==> config.mk <==
export PLATFORM = sky130hd
export DESIGN_NAME = pc_gen
export DESIGN_NICKNAME = d
export VERILOG_FILES = /design/src/rtl/pc_gen_pkg.sv /design/src/rtl/pc_gen_next_mux.sv /design/src/rtl/pc_gen.sv
export SDC_FILE = /design/constraint.sdc
export NUM_CORES = 1
export LEC_CHECK = 0
export BUFFER_PORTS_ARGS = -buffer_cell sky130_fd_sc_hd__buf_4
export CAP_MARGIN = 5
export CORE_MARGIN = 2
export CORE_UTILIZATION = 56
export CTS_CLUSTER_DIAMETER = 30
export CTS_CLUSTER_SIZE = 20
export DETAILED_ROUTE_END_ITERATION = 6
export PLACE_DENSITY = 0.95
export SYNTH_ARGS = -nofsm -noshare
export SYNTH_HDL_FRONTEND = slang
export SYNTH_SLANG_ARGS = --single-unit
==> constraint.sdc <==
create_clock -name clk -period 2.6 [get_ports clk]
set_input_delay 0.26 -clock clk [delete_from_list [all_inputs] [get_ports clk]]
set_output_delay 0.26 -clock clk [all_outputs]
set_load 0.02 [all_outputs]
==> src/rtl/pc_gen_pkg.sv <==
// pc_gen_pkg: FSM state encoding, PC increments and alignment masks shared by pc_gen and its next-pc mux.
package pc_gen_pkg;
    typedef enum logic [1:0] {BOOT, RUN, HALT} state_t;
    localparam int INC_WORD       = 4;
    localparam int INC_HALF       = 2;
    localparam int ALIGN_MASK_RVC = 1;
    localparam int ALIGN_MASK_STD = 3;
endpackage

==> src/rtl/pc_gen_next_mux.sv <==
// pc_gen_next_mux: prioritised next-pc select (trap > redirect > increment > hold) and misalign detect.
// Optional PC_RVC_EN: half-word increments for compressed instructions and bit0-only alignment.
module pc_gen_next_mux
    import pc_gen_pkg::*;
#(
    parameter int               WIDTH    = 32,
    parameter logic [WIDTH-1:0] TRAP_VEC = 32'h0000_0100
) (
    input  logic             i_active,
    input  logic             i_trap,
    input  logic             i_redirect,
    input  logic [WIDTH-1:0] i_redirect_pc,
    input  logic             i_accept,
    input  logic             i_pc_is_c,
    input  logic [WIDTH-1:0] i_pc,
    output logic [WIDTH-1:0] o_next_pc,
    output logic             o_misalign
);
    logic [WIDTH-1:0] w_inc;
    logic [WIDTH-1:0] w_mask;
`ifdef PC_RVC_EN
    assign w_inc  = i_pc_is_c ? WIDTH'(INC_HALF) : WIDTH'(INC_WORD);
    assign w_mask = WIDTH'(ALIGN_MASK_RVC);
`else
    logic w_unused;
    assign w_unused = i_pc_is_c;
    assign w_inc    = WIDTH'(INC_WORD);
    assign w_mask   = WIDTH'(ALIGN_MASK_STD);
`endif
    // BOOT (inactive) ignores trap/redirect entirely; accept is already gated by pc_valid
    assign o_next_pc  = !i_active  ? i_pc :
                        i_trap     ? TRAP_VEC :
                        i_redirect ? (i_redirect_pc & ~w_mask) :
                        i_accept   ? i_pc + w_inc : i_pc;
    assign o_misalign = i_active & ~i_trap & i_redirect & (|(i_redirect_pc & w_mask));
endmodule

==> src/rtl/pc_gen.sv <==
// pc_gen: RISC-V fetch PC generator with handshake, trap/redirect priority, halt/resume and saturating fetch counter.
// Optional PC_RVC_EN enables compressed-instruction increments and half-word alignment.
module pc_gen
    import pc_gen_pkg::*;
#(
    parameter int               WIDTH     = 32,
    parameter logic [WIDTH-1:0] RESET_VEC = 32'h0000_0000,
    parameter logic [WIDTH-1:0] TRAP_VEC  = 32'h0000_0100,
    parameter int               CNT_WIDTH = 16
) (
    input  logic                 clk,
    input  logic                 rst_n,
    input  logic                 fetch_ready,
    input  logic                 redirect,
    input  logic [WIDTH-1:0]     redirect_pc,
    input  logic                 trap,
    input  logic                 halt_req,
    input  logic                 resume,
    input  logic                 pc_is_c,
    output logic [WIDTH-1:0]     pc,
    output logic                 pc_valid,
    output logic                 misalign,
    output logic                 halted,
    output logic [CNT_WIDTH-1:0] fetch_cnt
);
    state_t               r_state;
    state_t               w_state_nxt;
    logic [WIDTH-1:0]     r_pc;
    logic [WIDTH-1:0]     w_next_pc;
    logic                 r_misalign;
    logic                 w_misalign;
    logic [CNT_WIDTH-1:0] r_cnt;
    logic                 w_accept;

    assign pc_valid  = (r_state == RUN);
    assign halted    = (r_state == HALT);
    assign pc        = r_pc;
    assign misalign  = r_misalign;
    assign fetch_cnt = r_cnt;
    assign w_accept  = pc_valid & fetch_ready;

    pc_gen_next_mux #(.WIDTH(WIDTH), .TRAP_VEC(TRAP_VEC)) u_next_mux (
        .i_active      (r_state != BOOT),
        .i_trap        (trap),
        .i_redirect    (redirect),
        .i_redirect_pc (redirect_pc),
        .i_accept      (w_accept),
        .i_pc_is_c     (pc_is_c),
        .i_pc          (r_pc),
        .o_next_pc     (w_next_pc),
        .o_misalign    (w_misalign)
    );

    always_comb begin
        w_state_nxt = (r_state == BOOT || trap || redirect) ? RUN :
                      (r_state == RUN  && halt_req)         ? HALT :
                      (r_state == HALT && resume)           ? RUN : r_state;
    end

    always_ff @(posedge clk or negedge rst_n) begin
        if (!rst_n) begin
            r_state    <= BOOT;
            r_pc       <= RESET_VEC;
            r_misalign <= 1'b0;
            r_cnt      <= '0;
        end else begin
            r_state    <= w_state_nxt;
            r_pc       <= w_next_pc;
            r_misalign <= w_misalign;
            if (w_accept && !(&r_cnt))
                r_cnt <= r_cnt + CNT_WIDTH'(1);
        end
    end
endmodule

==> metrics.md <==
| Metric | Value |
|---|---|
| Status | `completed` |
| Slew Limit Fails | `0` |
| Clock skew | `0.00803 ns` |
| Fin crit period | `2.18 ns` |
| # IOs | `91` |
| Min-delay worst type | `primary input to register` |
| Htree depth | `2` |
| Final worst-path cycle share | `83.9%` |
| Clk sinks | `49` |
| Initial DRC count | `210` |
| Core ar. | `5110 sq um` |
| Critical Path RT | `2.81 ns` |
| Post-Layout Inst Area | `3800 sq um` |
| Synth async-reset ratio | `100%` |
| Fin Hold WS | `0.144 ns` |
| Diode count | `0` |
| Critical Path AT | `2.39 ns` |
| Crit end category | `register` |
| Cell area after synthesis | `2980 sq um` |
| Total CTS buffers | `5` |
| Die H | `76.9 um` |
| PnR worst setup slack | `0.419 ns` |
| Leakage | `1.75 nW` |
| Largest buffer count on any clock path | `2` |
| Post-DRT Antenna Nets | `0` |
| Critical-path top delay cell | `dfrtp_1` |
| Rel. slew slack | `58.7%` |
| Multi-input gate area | `1610 sq um` |
| Max FO, Critical Path | `7` |
| TritonCTS clock tree | `built` |
| Congestion Overflow GR | `0` |
| Post-synth EDFFs | `0` |
| Area delta synth->final | `27.8%` |
| Most frequent cells in the layout | `97 x buf_4, 49 x dfrtp_1, 38 x nand2_1, 31 x o21ai_0, 26 x nor2_1` |
| Synth warnings | `0` |
| Commonest non-fill, non-tap cell in the layout | `buf_4` |
| # Post-CTS Setup Buffers | `0` |
| Final Hold Viols | `0` |
| DR DRC count | `0` |
| Vias | `3056` |
| Crit path cell chain | `ha_1 > nand3_1 > nor3_1 > nand4_1 > a21o_1 > a211o_1` |
| Buffers on Ports | `87` |
| Avg WL per Cell | `16.8 um` |
| Final setup viols | `0` |
| Post-synth cell types | `63` |
| Resize count post-CTS | `0` |
| Worst IR Drop VDD | `0.321 mV` |
| Synth Instances | `335` |
| FP Rows | `26` |
| Clk_lat worst skew | `0.31 ns` |
| Cts-stage hold buffer count | `1` |
| Antenna violations before repair | `0` |
| Drt via density | `6.21` |
| First drt pass iteration count | `5` |
| Largest net degree at the start of global routing | `50` |
| Seq/Total Area, Yosys | `41.2%` |
| All-Layer GR Usage | `28.6%` |
| Mean Syn Cell Area | `8.88 sq um` |
| Vias in the first global route | `2957` |
| Worst Max-Slew Pin Slew | `0.619 ns` |
| Clock Tree Root | `clkbuf_8` |
| Clk pin slew, worst setup/hold paths | `0.10 ns` |
| Number of fill cells | `351` |
| CP peak stage delay | `0.45 ns` |
| PD cells | `565 nW/um^2` |
| Number of synthesized register bits | `49` |
| Routability-driven placement congestion ratio | `0.910` |
| First-pass GRT wire length | `13700 um` |
| DP HPWL | `5890 um` |
| Nets | `463` |
| Crit Path Category | `register to register` |
| Unrepaired setup endpoints after global routing | `no` |
| Post-DP Area | `3680 sq um` |
| Register area | `1230 sq um` |
| Share of layout cells above drive strength 1 | `27.7%` |
| Die Wd | `76.9 um` |
| Setup WS pre-CTS | `0.457 ns` |
| CP startpoint kind | `register` |
| Starting Density | `58.3%` |
| Max_cap viols | `0` |
| Synth Flop Type | `dfrtp_1` |
| Final core utilization | `74.4%` |
| Peak Freq | `0.459 GHz` |
| Setup tns final | `0 ns` |
| Die area | `5910 sq um` |
| Routed wire length | `8280 um` |
-- metal layers --
| metal | track usage [%] | up-vias | routed length [um] |
|---|---|---|---|
| met5 | 0 | - | 0 |
| met4 | 10.7 | 0 | 141 |
| met3 | 5.18 | 16 | 623 |
| met2 | 50.7 | 149 | 4250 |
| met1 | 34.5 | 1486 | 3260 |
| li1 | - | 1405 | - |
-- synthesized netlist by cell type, types with 3 or more instances --
| cell | count | share of area, % |
|---|---|---|
| dfrtp_1 | 49 | 41 |
| nand2_1 | 38 | 4.8 |
| o21ai_0 | 31 | 5.2 |
| nor2_1 | 26 | 3.3 |
| nand3_1 | 20 | 3.4 |
| a21oi_1 | 18 | 3.0 |
| nand4_1 | 13 | 2.7 |
| a22oi_1 | 11 | 2.8 |
| clkbuf_1 | 10 | 1.3 |
| xnor2_1 | 8 | 2.4 |
| mux2i_1 | 7 | 2.4 |
| inv_1 | 6 | 0.76 |
| nor3_1 | 6 | 1.0 |
| xor2_1 | 6 | 1.8 |
| a31oi_1 | 5 | 1.1 |
| nor4_1 | 5 | 1.1 |
| and3_1 | 4 | 0.84 |
| buf_4 | 4 | 1.0 |
| or3_1 | 4 | 0.84 |
| and2_1 | 3 | 0.63 |
| nand2b_1 | 3 | 0.63 |
| nor2b_1 | 3 | 0.63 |
-- cells by family (layout without fill, tap and decap cells) --
logic type      after synthesis  count (layout)  share of synthesized area, %
simple gates                143             143                          26.4
compound gates               90              90                          19.1
flops                        49              49                          41.2
buf+inv                      26             112                          4.75
xor+xnor                     14              14                          4.12
mux                          10              10                          3.49
fa+ha+maj                     2               2                         0.841
other cells                   1               2                         0.126
-- through the flow --
stage / total power (W) / std cells
2_1_floorplan: 0.00130 / 336
3_3_place_gp: 0.00156 / 483
3_5_place_dp: 0.00159 / 483
4_1_cts: 0.00215 / 492
5_1_grt: 0.00224 / 492
6_report: 0.00215 / 492
-- path summary, 6_finish.rpt --
| path | slack (ns) | endpoint | from | cells past startpoint |
|---|---|---|---|---|
| worst min-delay path | 0.14 | misalign$_DFF_PN0_ | redirect_pc[0] | 2 |
| worst min register to register | 0.52 | fetch_cnt[6]$_DFFE_PN0P_ | fetch_cnt[6]$_DFFE_PN0P_ | 1 |
| min in group asynchronous | 0.51 | fetch_cnt[8]$_DFFE_PN0P_ | rst_n | 2 |
| max in group asynchronous | 1.68 | misalign$_DFF_PN0_ | rst_n | 2 |
| worst max register to register | 0.42 | pc[16]$_DFFE_PN0P_ | pc[3]$_DFFE_PN0P_ | 6 |
| worst max-delay path | 0.42 | pc[16]$_DFFE_PN0P_ | pc[3]$_DFFE_PN0P_ | 6 |
-- state kept, by name (all words and copies together) (netlist names) --
signal / count
pc: 30
r_state: 2
fetch_cnt: 16
misalign: 1
-- worst max-delay path: cells and delay by family (launching register included) --
kind,cells,cell delay [ns]
simple gates,3,0.89
compound gates,2,0.49
fa+ha+maj,1,0.25
flops,1,0.45
-- power breakdown --
part / internal, W / switching [W]
sequential: 0.000853 / 0.000143
combinational: 0.000270 / 0.000317
clock: 0.000288 / 0.000276
-- cell type report --
cell class	instances	area share, %
inverters	6	0.592
flip-flops and latches	49	32.3
well taps	70	2.30
clock inverters	3	1.22
multi-input cells	261	42.4
clock buffers	5	1.81
repair buffers	98	19.4
No activity file was read; power rests on OpenSTA's default activity.
